`config.mk`:
```
export PLATFORM = sky130hd
export DESIGN_NAME = uart_rx
export DESIGN_NICKNAME = d
export VERILOG_FILES = /design/src/rtl/uart_rx.sv
export SDC_FILE = /design/constraint.sdc
export NUM_CORES = 1
export LEC_CHECK = 0
export ABC_AREA = 1
export CORE_MARGIN = 2
export CORE_UTILIZATION = 45
export DETAILED_ROUTE_END_ITERATION = 16
export GPL_TIMING_DRIVEN = 1
export PLACE_DENSITY = 0.72
export RECOVER_POWER = 50
export REMOVE_ABC_BUFFERS = 1
export SLEW_MARGIN = 10
export SYNTH_ARGS = -nofsm -noshare
export SYNTH_HDL_FRONTEND = slang
export SYNTH_SLANG_ARGS = --single-unit
export TNS_END_PERCENT = 10
```
`constraint.sdc`:
```
create_clock -name CLK_50M -period 2.4 [get_ports CLK_50M]
set_input_delay 0.36 -clock CLK_50M [delete_from_list [all_inputs] [get_ports CLK_50M]]
set_output_delay 0.36 -clock CLK_50M [all_outputs]
set_load 0.02 [all_outputs]
```
`src/rtl/uart_rx.sv`:
```
// 8N1 UART receiver with 16x oversampling and a 3-sample majority vote at mid-bit.
// Presents each good byte with a one-cycle VALID strobe; a low stop bit gives FRAME_ERR instead.
module uart_rx #(
  parameter int CLKS_PER_TICK = 27,
  parameter int TICK_W        = 5
) (
  input  logic       CLK_50M,
  input  logic       RST_N,
  input  logic       RX,
  output logic [7:0] DATA,
  output logic       VALID,
  output logic       FRAME_ERR,
  output logic       BUSY
);

  typedef enum logic [2:0] {
    S_IDLE,
    S_START,
    S_DATA,
    S_STOP,
    S_BREAK
  } state_e;

  state_e            state_q;
  logic              rx_meta_q;
  logic              rx_s_q;
  logic              rx_prev_q;
  logic [TICK_W-1:0] tick_cnt_q;
  logic [3:0]        s_q;
  logic [2:0]        bit_idx_q;
  logic [1:0]        samp_q;
  logic [7:0]        shift_q;
  logic [7:0]        data_q;
  logic              valid_q;
  logic              ferr_q;
  logic              busy_q;

  logic tick;
  logic decide;
  logic fall;
  logic vote_d;

  assign tick   = (state_q != S_IDLE) && (tick_cnt_q == TICK_W'(CLKS_PER_TICK - 1));
  assign decide = tick && (s_q == 4'd9);
  assign fall   = rx_prev_q && !rx_s_q;
  // The s==9 sample is the live rx_s; the s==7 and s==8 samples were captured earlier.
  assign vote_d = (samp_q[0] & samp_q[1]) | (samp_q[0] & rx_s_q) | (samp_q[1] & rx_s_q);

  // NOTE: every register here is written with <= so all of them update from the same
  // pre-edge values; a blocking = would let later lines see this cycle's new values.
  always_ff @(posedge CLK_50M or negedge RST_N) begin
    if (!RST_N) begin
      // Synchroniser preset high so a released reset on an idle line is not a start edge.
      rx_meta_q  <= 1'b1;
      rx_s_q     <= 1'b1;
      rx_prev_q  <= 1'b1;
      state_q    <= S_IDLE;
      tick_cnt_q <= '0;
      s_q        <= '0;
      bit_idx_q  <= '0;
      samp_q     <= '0;
      shift_q    <= '0;
      data_q     <= '0;
      valid_q    <= 1'b0;
      ferr_q     <= 1'b0;
      busy_q     <= 1'b0;
    end else begin
      rx_meta_q <= RX;
      rx_s_q    <= rx_meta_q;
      rx_prev_q <= rx_s_q;
      valid_q   <= 1'b0;
      ferr_q    <= 1'b0;

      if (state_q == S_IDLE) begin
        tick_cnt_q <= '0;
        s_q        <= '0;
      end else begin
        tick_cnt_q <= tick ? '0 : tick_cnt_q + 1'b1;
        if (tick) begin
          s_q <= s_q + 4'd1;
          if (s_q == 4'd7) samp_q[0] <= rx_s_q;
          if (s_q == 4'd8) samp_q[1] <= rx_s_q;
        end
      end

      case (state_q)
        S_IDLE: begin
          if (fall) begin
            state_q   <= S_START;
            bit_idx_q <= '0;
            busy_q    <= 1'b1;
          end
        end
        S_START: begin
          if (decide) begin
            if (!vote_d) begin
              state_q <= S_DATA;
            end else begin
              state_q <= S_IDLE;
              busy_q  <= 1'b0;
            end
          end
        end
        S_DATA: begin
          if (decide) begin
            shift_q   <= {vote_d, shift_q[7:1]};
            bit_idx_q <= bit_idx_q + 3'd1;
            if (bit_idx_q == 3'd7) state_q <= S_STOP;
          end
        end
        S_STOP: begin
          if (decide) begin
            if (vote_d) begin
              data_q  <= shift_q;
              valid_q <= 1'b1;
              state_q <= S_IDLE;
              busy_q  <= 1'b0;
            end else begin
              ferr_q  <= 1'b1;
              state_q <= S_BREAK;
            end
          end
        end
        S_BREAK: begin
          // A line held low must go high before any new start edge can be seen.
          if (rx_s_q) begin
            state_q <= S_IDLE;
            busy_q  <= 1'b0;
          end
        end
        default: begin
          state_q <= S_IDLE;
          busy_q  <= 1'b0;
        end
      endcase
    end
  end

  assign DATA      = data_q;
  assign VALID     = valid_q;
  assign FRAME_ERR = ferr_q;
  assign BUSY      = busy_q;

endmodule

```
==> results of run 1 <==
-- routing by layer --
layer | routed length [µm] | share of wire, %
met1 | 1400 | 49
met2 | 1290 | 45
met3 | 142 | 4.9
met4 | 38 | 1.3
met5 | 0 | 0
-- cells in the mapped netlist --
cell type | count | area (µm²)
sky130_fd_sc_hd__nand3_1 | 7 | 35.0
sky130_fd_sc_hd__nor2_2 | 2 | 12.5
sky130_fd_sc_hd__o21ai_2 | 8 | 70.1
sky130_fd_sc_hd__nor2_1 | 11 | 41.3
sky130_fd_sc_hd__buf_8 | 1 | 15.0
sky130_fd_sc_hd__nand3_4 | 1 | 17.5
sky130_fd_sc_hd__nand4_1 | 2 | 12.5
sky130_fd_sc_hd__nor3_1 | 3 | 15.0
sky130_fd_sc_hd__buf_12 | 1 | 20.0
sky130_fd_sc_hd__clkinv_4 | 1 | 8.76
sky130_fd_sc_hd__nor2_4 | 3 | 33.8
sky130_fd_sc_hd__dfrtp_1 | 36 | 901
sky130_fd_sc_hd__nor2_8 | 1 | 20.0
sky130_fd_sc_hd__nand2_1 | 49 | 184
sky130_fd_sc_hd__inv_2 | 1 | 3.75
sky130_fd_sc_hd__o21ai_1 | 2 | 10.0
sky130_fd_sc_hd__nand2_4 | 2 | 22.5
sky130_fd_sc_hd__o21ai_0 | 14 | 70.1
sky130_fd_sc_hd__xor2_1 | 3 | 26.3
sky130_fd_sc_hd__a21oi_2 | 1 | 8.76
sky130_fd_sc_hd__ha_1 | 7 | 87.6
sky130_fd_sc_hd__nand2_2 | 3 | 18.8
sky130_fd_sc_hd__a21oi_1 | 3 | 15.0
sky130_fd_sc_hd__dfstp_2 | 3 | 78.8
sky130_fd_sc_hd__inv_1 | 24 | 90.1
-- worst register-to-register path: stages (launching register included) --
cell	delay, ps
sky130_fd_sc_hd__dfrtp_1	410
sky130_fd_sc_hd__inv_1	70
sky130_fd_sc_hd__ha_1	140
sky130_fd_sc_hd__nand2_1	50
sky130_fd_sc_hd__nor2_1	310
sky130_fd_sc_hd__nand3_4	230
sky130_fd_sc_hd__nor2_8	260
sky130_fd_sc_hd__inv_1	110
sky130_fd_sc_hd__nand2_1	60
sky130_fd_sc_hd__o21ai_1	60
-- stage by stage --
stage	area, µm²	utilization, %	std cells
final	2070	52.4	258
after global routing	2070	52.4	258
after CTS	2070	52.6	258
after detailed placement	1970	50.0	250
after global placement	1970	50.0	250
after floorplan	1780	-	187
-- worst min-delay path by stage --
| stage | start | endpoint | depth (start not counted) | slack, ps |
|---|---|---|---|---|
| floorplan | RST_N | BUSY | 0 | 60 |
| global placement | rx_meta_q | rx_s_q | 0 | 360 |
| detailed placement | rx_meta_q | rx_s_q | 0 | 360 |
| CTS | RST_N | shift_q[0] | 1 | 190 |
| global route | RST_N | BUSY | 1 | 240 |
| finish | RST_N | tick_cnt_q[0] | 1 | 160 |
-- cell type report --
type                    count  share of cell area [%]
multi-input cells         122                    33.5
repair buffers             13                    6.05
flip-flops and latches     39                    47.4
clock buffers               7                    4.66
clock inverters             1                   0.363
well taps                  50                    3.03
inverters                  26                    4.96
-- sequential cells by signal, summed over array words and instances, names as in the netlist, 2 cells and up --
| register | cells |
|---|---|
| DATA | 8 |
| shift_q | 8 |
| tick_cnt_q | 5 |
| s_q | 4 |
| bit_idx_q | 3 |
| state_q | 3 |
| samp_q | 2 |
-- cell families (layout without fill, tap and decap cells) --
group           Yosys count  after routing  synth area share [%]
simple gates             84             84                  22.7
compound gates           28             28                  9.57
fa+ha+maj                 7              7                  4.82
xor+xnor                  3              3                  1.45
buf+inv                  28             47                  7.57
flops                    39             39                  53.9
-- power breakdown --
| part | internal (mW) | switching [mW] |
|---|---|---|
| Sequential | 0.737 | 0.0762 |
| Combinational | 0.129 | 0.223 |
| Clock | 0.261 | 0.228 |
==> results.md, run 1 <==
- Synth-to-layout area growth: 13.7%
- Vias in the first global route: 1,152
- Worst setup slack for register-to-register paths: 570 ps
- Core box area: 0.00394 mm²
- N_diodes: 0
- Leakage component of the power: 1.02 nW
- Worst R2R Start: tick_cnt_q[0]
- Global routing usage summed across all routing layers: 15.2%
- Hold Violations, Final: 0
- Summed instance area of the synthesized netlist: 0.00182 mm²
- Worst setup path endpoint: shift_q[7]
- Post-cts gate resize count: 0
- Class of the tightest hold or removal check: input port to asynchronous set/reset pin
- Clock transition at the registers of the reported paths: 80 ps
- Per-cell via count in the routed design: 4.76
- Share of post-route cells with drive strength above 1: 15.9%
- Total number of clock tree sinks: 39
- Slew Viols, Final: 0
- Critical path capture point type: flop
- Share of the yosys chip area belonging to registers: 53.9%
- Clock tree from TritonCTS: built
- Power per standard cell area: 800 mW/mm²
- Htree depth: 2
- Yosys Warn Count: 0
- Critical path's top delay family: simple AND/OR/NAND/NOR gates
- Routed via count: 1,227
- Starting DRC count in detailed routing: 85
- Worst supply voltage drop on vdd: 0.482 mV
- Number of antenna violations at the first check in global routing: 0
- Routed length per placed instance: 11.2 µm
- Worst reg2reg path endpoint: shift_q[7]
- Upper clock frequency limit: 0.546 GHz
- Maximum single-stage delay on the critical path: 410 ps
- Normalized max-slew margin: 44.4%
- Clock Path Buffers: 2
- Synthesized flop and latch total: 39
- Worst endpoint data arrival time: 1990 ps
- Final-layout setup total negative slack: 0 ps
- CP Data Required Time: 2560 ps
- CTS Root Buffer Type: sky130_fd_sc_hd__clkbuf_8
- M2 GR Usage: 22.9%
- Max capacitance violation total: 0
- Drc violations: 0
- Final weighted congestion in routability-driven placement: 0.825
- Number of cell instances on the worst register-to-register path: 9
- GRT overflow: 0
- Top-level I/O count: 14
- Met1 Resource Use GR: 19.7%
- Worst path cell trace: inv_1, ha_1, nand2_1, nor2_1, nand3_4, nor2_8, inv_1, nand2_1, o21ai_1
- Cell at the slowest stage of the critical path: sky130_fd_sc_hd__dfrtp_1
- Least-Margin Pin Slew: 834 ps
- Total number of placement rows: 23
- CTS Hold Buffers Added: 0
- Die width: 67.6 µm
- Count of nets after finishing: 217
- Initial Utilization: 46.1%
- Global Route met3 Usage: 4.83%
- Hold slack: 162 ps
- Leading cell type in the layout, fill and taps excluded: sky130_fd_sc_hd__nand2_1
- Overall power: 1.65 mW
- Share of the clock period used by the worst path: 76.3%
- IO buf count: 13
- Busiest metal layer after global routing: met2
- Worst-case setup slack after placement: 744 ps
- Die outline area: 0.00456 mm²
- Critical path startpoint category: flop
- Post-CTS Setup Repair Bufs: 0
- Crit path launch: tick_cnt_q[0]
- Setup CP Type: flop to flop
- Yosys cell types: 25
- Final-layout fill cell count: 368
- Pin count of the biggest net entering global routing: 40
- 1st-pass router iterations: 4
- Setup repair after global routing missed its margin: no
- Final critical delay including setup and external delays: 1830 ps
- Clock tree skew after final layout: 6.13 ps
- Wire length of the first global-routing pass: 5120 µm
- Multi-input combinational cell area: 693 µm²
- Buffers plus inverters on the worst setup path: 2
- Setup WS post-layout: 568 ps
- Largest fanout on the critical path: 18
- Post-detail-place hpwl: 2040 µm
- Synthesized area per cell: 9.62 µm²
- Area taken by flip-flops and latches: 980 µm²
- Post-detailed-routing wire length: 2880 µm
- Height of the die: 67.6 µm
- Post-DRT Antenna Nets: 0
- Number of buffers created by CTS: 5
- Commonest non-fill, non-tap cells in the layout: sky130_fd_sc_hd__nand2_1, sky130_fd_sc_hd__dfrtp_1, sky130_fd_sc_hd__inv_1, sky130_fd_sc_hd__o21ai_0, sky130_fd_sc_hd__nor2_1
- Post-Syn Instances: 189
- Run status: completed
- Later-pin clock latency in the skew report: 300 ps
- Instance count on the critical path: 9
- Final Setup Violations: 0
Note: power is estimated with default switching activity, not from simulation.
==> inputs of run 2 (changes only) <==
- PLACE_DENSITY: 0.72 -> 0.75
- clock period: 2.4 -> 1.47 ns (I/O delays scaled with it)
==> run 2 against run 1 <==
Against the previous run:
- the run now ends with negative setup slack left
- core utilization increased by 5.8 points
- sequential power increased by 59%
- final cell count rose by 6.6%
- setup slack worse by 620 ps
- critical path type unchanged
- highest routed layer unchanged
- worst hold slack better by 200 ps
- clock power grew 85%
==> results.md, run 2 (same netlist as run 1, synthesis figures left out) <==
- Run status: finished, violations left
- Failing checks: negative setup slack
- Leading cell type in the layout, fill and taps excluded: sky130_fd_sc_hd__nand2_1
- Number of buffers created by CTS: 5
- Cell count after placement: 263
- Commonest non-fill, non-tap cells in the layout: sky130_fd_sc_hd__nand2_1, sky130_fd_sc_hd__dfrtp_1, sky130_fd_sc_hd__inv_1, sky130_fd_sc_hd__buf_4, sky130_fd_sc_hd__nand2_2
- Die outline area: 0.00456 mm²
- Overall power: 2.93 mW
- Combinational cell fraction of total power: 24.8%
- 1st-pass router iterations: 4
- Worst-case setup slack after placement: -13.8 ps
- CP Data Required Time: 1700 ps
- Critical path capture point type: flop
- Normalized max-slew margin: 36.6%
- Setup WS post-layout: -51.4 ps
- Pin count of the biggest net entering global routing: 23
- Worst setup slack for register-to-register paths: -50 ps
- Worst supply voltage drop on vdd: 0.750 mV
- N_diodes: 0
- Number of antenna violations at the first check in global routing: 0
- Cell at the slowest stage of the critical path: sky130_fd_sc_hd__dfrtp_1
- Routed via count: 1,285
- Worst path cell trace: inv_1, ha_2, nand2_2, nor2_4, nand3_4, nor2_8, clkbuf_16, nand2_1, o21ai_2
- M1 WL: 1450 µm
- Critical path startpoint category: flop
- Routed length per placed instance: 11.1 µm
- Fin cells: 275
- Drc violations: 0
- Leakage component of the power: 1.24 nW
- Placed inst area: 0.00209 mm²
- Total number of clock tree sinks: 39
- Initial Utilization: 46.1%
- Share of total power in the clock network: 31.0%
- Final instance area: 0.00229 mm²
- Met2 wire length: 1390 µm
- Post-detailed-routing wire length: 3040 µm
- Clock Path Buffers: 2
- Setup CP Type: flop to flop
- Class of the tightest hold or removal check: flop to flop
- GRT overflow: 0
- Share of post-route cells with drive strength above 1: 28.0%
- Least-Margin Pin Slew: 952 ps
- Post-DRT Antenna Nets: 0
- Height of the die: 67.6 µm
- Final weighted congestion in routability-driven placement: 0.862
- Wire length of the first global-routing pass: 4940 µm
- Worst endpoint data arrival time: 1750 ps
- Total internal power: 2.05 mW
- Hold Violations, Final: 0
- Setup repair after global routing missed its margin: yes
- Htree depth: 2
- Maximum single-stage delay on the critical path: 380 ps
- Core box area: 0.00394 mm²
- CTS Root Buffer Type: sky130_fd_sc_hd__clkbuf_8
- Clock transition at the registers of the reported paths: 70 ps
- Global routing usage summed across all routing layers: 15.1%
- Share of the clock period used by the worst path: 103%
- Final Setup Violations: 10
- Largest fanout on the critical path: 7
- Net switching power figure: 0.878 mW
- Routed length on met3: 111 µm
- Power per standard cell area: 1280 mW/mm²
- Net switching share of the total power: 30.0%
- Count of nets after finishing: 234
- IO buf count: 13
- Final critical delay including setup and external delays: 1520 ps
- Per-cell via count in the routed design: 4.67
- Highest routed metal layer: met4
- Clock tree skew after final layout: 5.76 ps
- Post-detail-place hpwl: 2150 µm
- Starting DRC count in detailed routing: 54
- Upper clock frequency limit: 0.657 GHz
- Sequential share of power: 44.3%
- Later-pin clock latency in the skew report: 290 ps
- Die width: 67.6 µm
- Vias in the first global route: 1,129
- Slew Viols, Final: 0
- Total number of placement rows: 23
- Synth-to-layout area growth: 26.2%
- Top-level I/O count: 14
- Max capacitance violation total: 0
- Clock tree from TritonCTS: built
## run 2: cell types whose count changed in the layout (fill, tap and decap cells not counted), moves of 2 or more
| cell | before | now |
|---|---|---|
| sky130_fd_sc_hd__buf_4 | 0 | 13 |
| sky130_fd_sc_hd__clkdlybuf4s50_1 | 11 | 0 |
| sky130_fd_sc_hd__dlygate4sd2_1 | 0 | 7 |
| sky130_fd_sc_hd__dlymetal6s2s_1 | 0 | 4 |
| sky130_fd_sc_hd__nand2_1 | 49 | 41 |
| sky130_fd_sc_hd__nand2_2 | 3 | 11 |
| sky130_fd_sc_hd__nor2_1 | 12 | 10 |
| sky130_fd_sc_hd__nor2_4 | 2 | 4 |
| sky130_fd_sc_hd__o21ai_0 | 14 | 8 |
| sky130_fd_sc_hd__o21ai_1 | 2 | 6 |
| sky130_fd_sc_hd__o21ai_2 | 8 | 10 |
## run 2: stage by stage
step	utilization [%]	TNS (ps)	hold WS, ps
after detailed placement	53.1	-20.3	183
final	58.2	-314	364
after CTS	56.1	-55.6	318
after global placement	53.1	0	180
after global routing	58.2	-3080	375
after floorplan	-	0	-75.1
## run 2: cell type report
class                      instances  area (µm²)
tap                               50        62.6
inverter                          26         103
multi-input combinational        122         743
sequential                        39         980
clock inverter                     2        35.0
timing repair buffer              30         289
fill                             324        1650
clock buffer                       6        82.6
## run 2: critical path: cells and delay by family, from the launching register on
family,cells,cell delay [ps]
and+or+nand+nor,5,620
DFF,1,380
buffers and inverters,2,240
adders and majority gates,1,170
AOI/OAI and AO/OA,1,50
## run 2: path summary, 6_finish.rpt
path,start,end,depth (start not counted)
max,tick_cnt_q[0],shift_q[6],9
min,rx_meta_q,rx_s_q,0
max reg2reg,tick_cnt_q[0],shift_q[6],9
min reg2reg,rx_meta_q,rx_s_q,0
max in group asynchronous,RST_N,rx_prev_q,3
min in group asynchronous,RST_N,s_q[0],2
## run 2: power by group through the flow
stage	logic [mW]	clock network, mW	registers [mW]
2_1_floorplan	0.432	0	1.34
3_3_place_gp	0.683	0	1.31
3_5_place_dp	0.698	0	1.32
4_1_cts	0.693	0.937	1.30
5_1_grt	0.826	0.987	1.31
6_report	0.725	0.906	1.29
## run 2: repair_timing
action                                  in CTS  in global routing
pin swaps                                    0                  4
hold endpoints to repair                    17                  0
gates cloned                                 0                  1
gates resized for setup                      7                 25
setup buffers                                0                  2
endpoints found under the setup margin      10                 36
hold buffers                                 1                  0
## run 2: routing by layer
| layer | GRT usage [%] | up-vias |
|---|---|---|
| met2 | 21.7 | 26 |
| met4 | 11.0 | 0 |
| li1 | - | 665 |
| met3 | 3.50 | 7 |
| met1 | 20.0 | 587 |
| met5 | 0 | - |
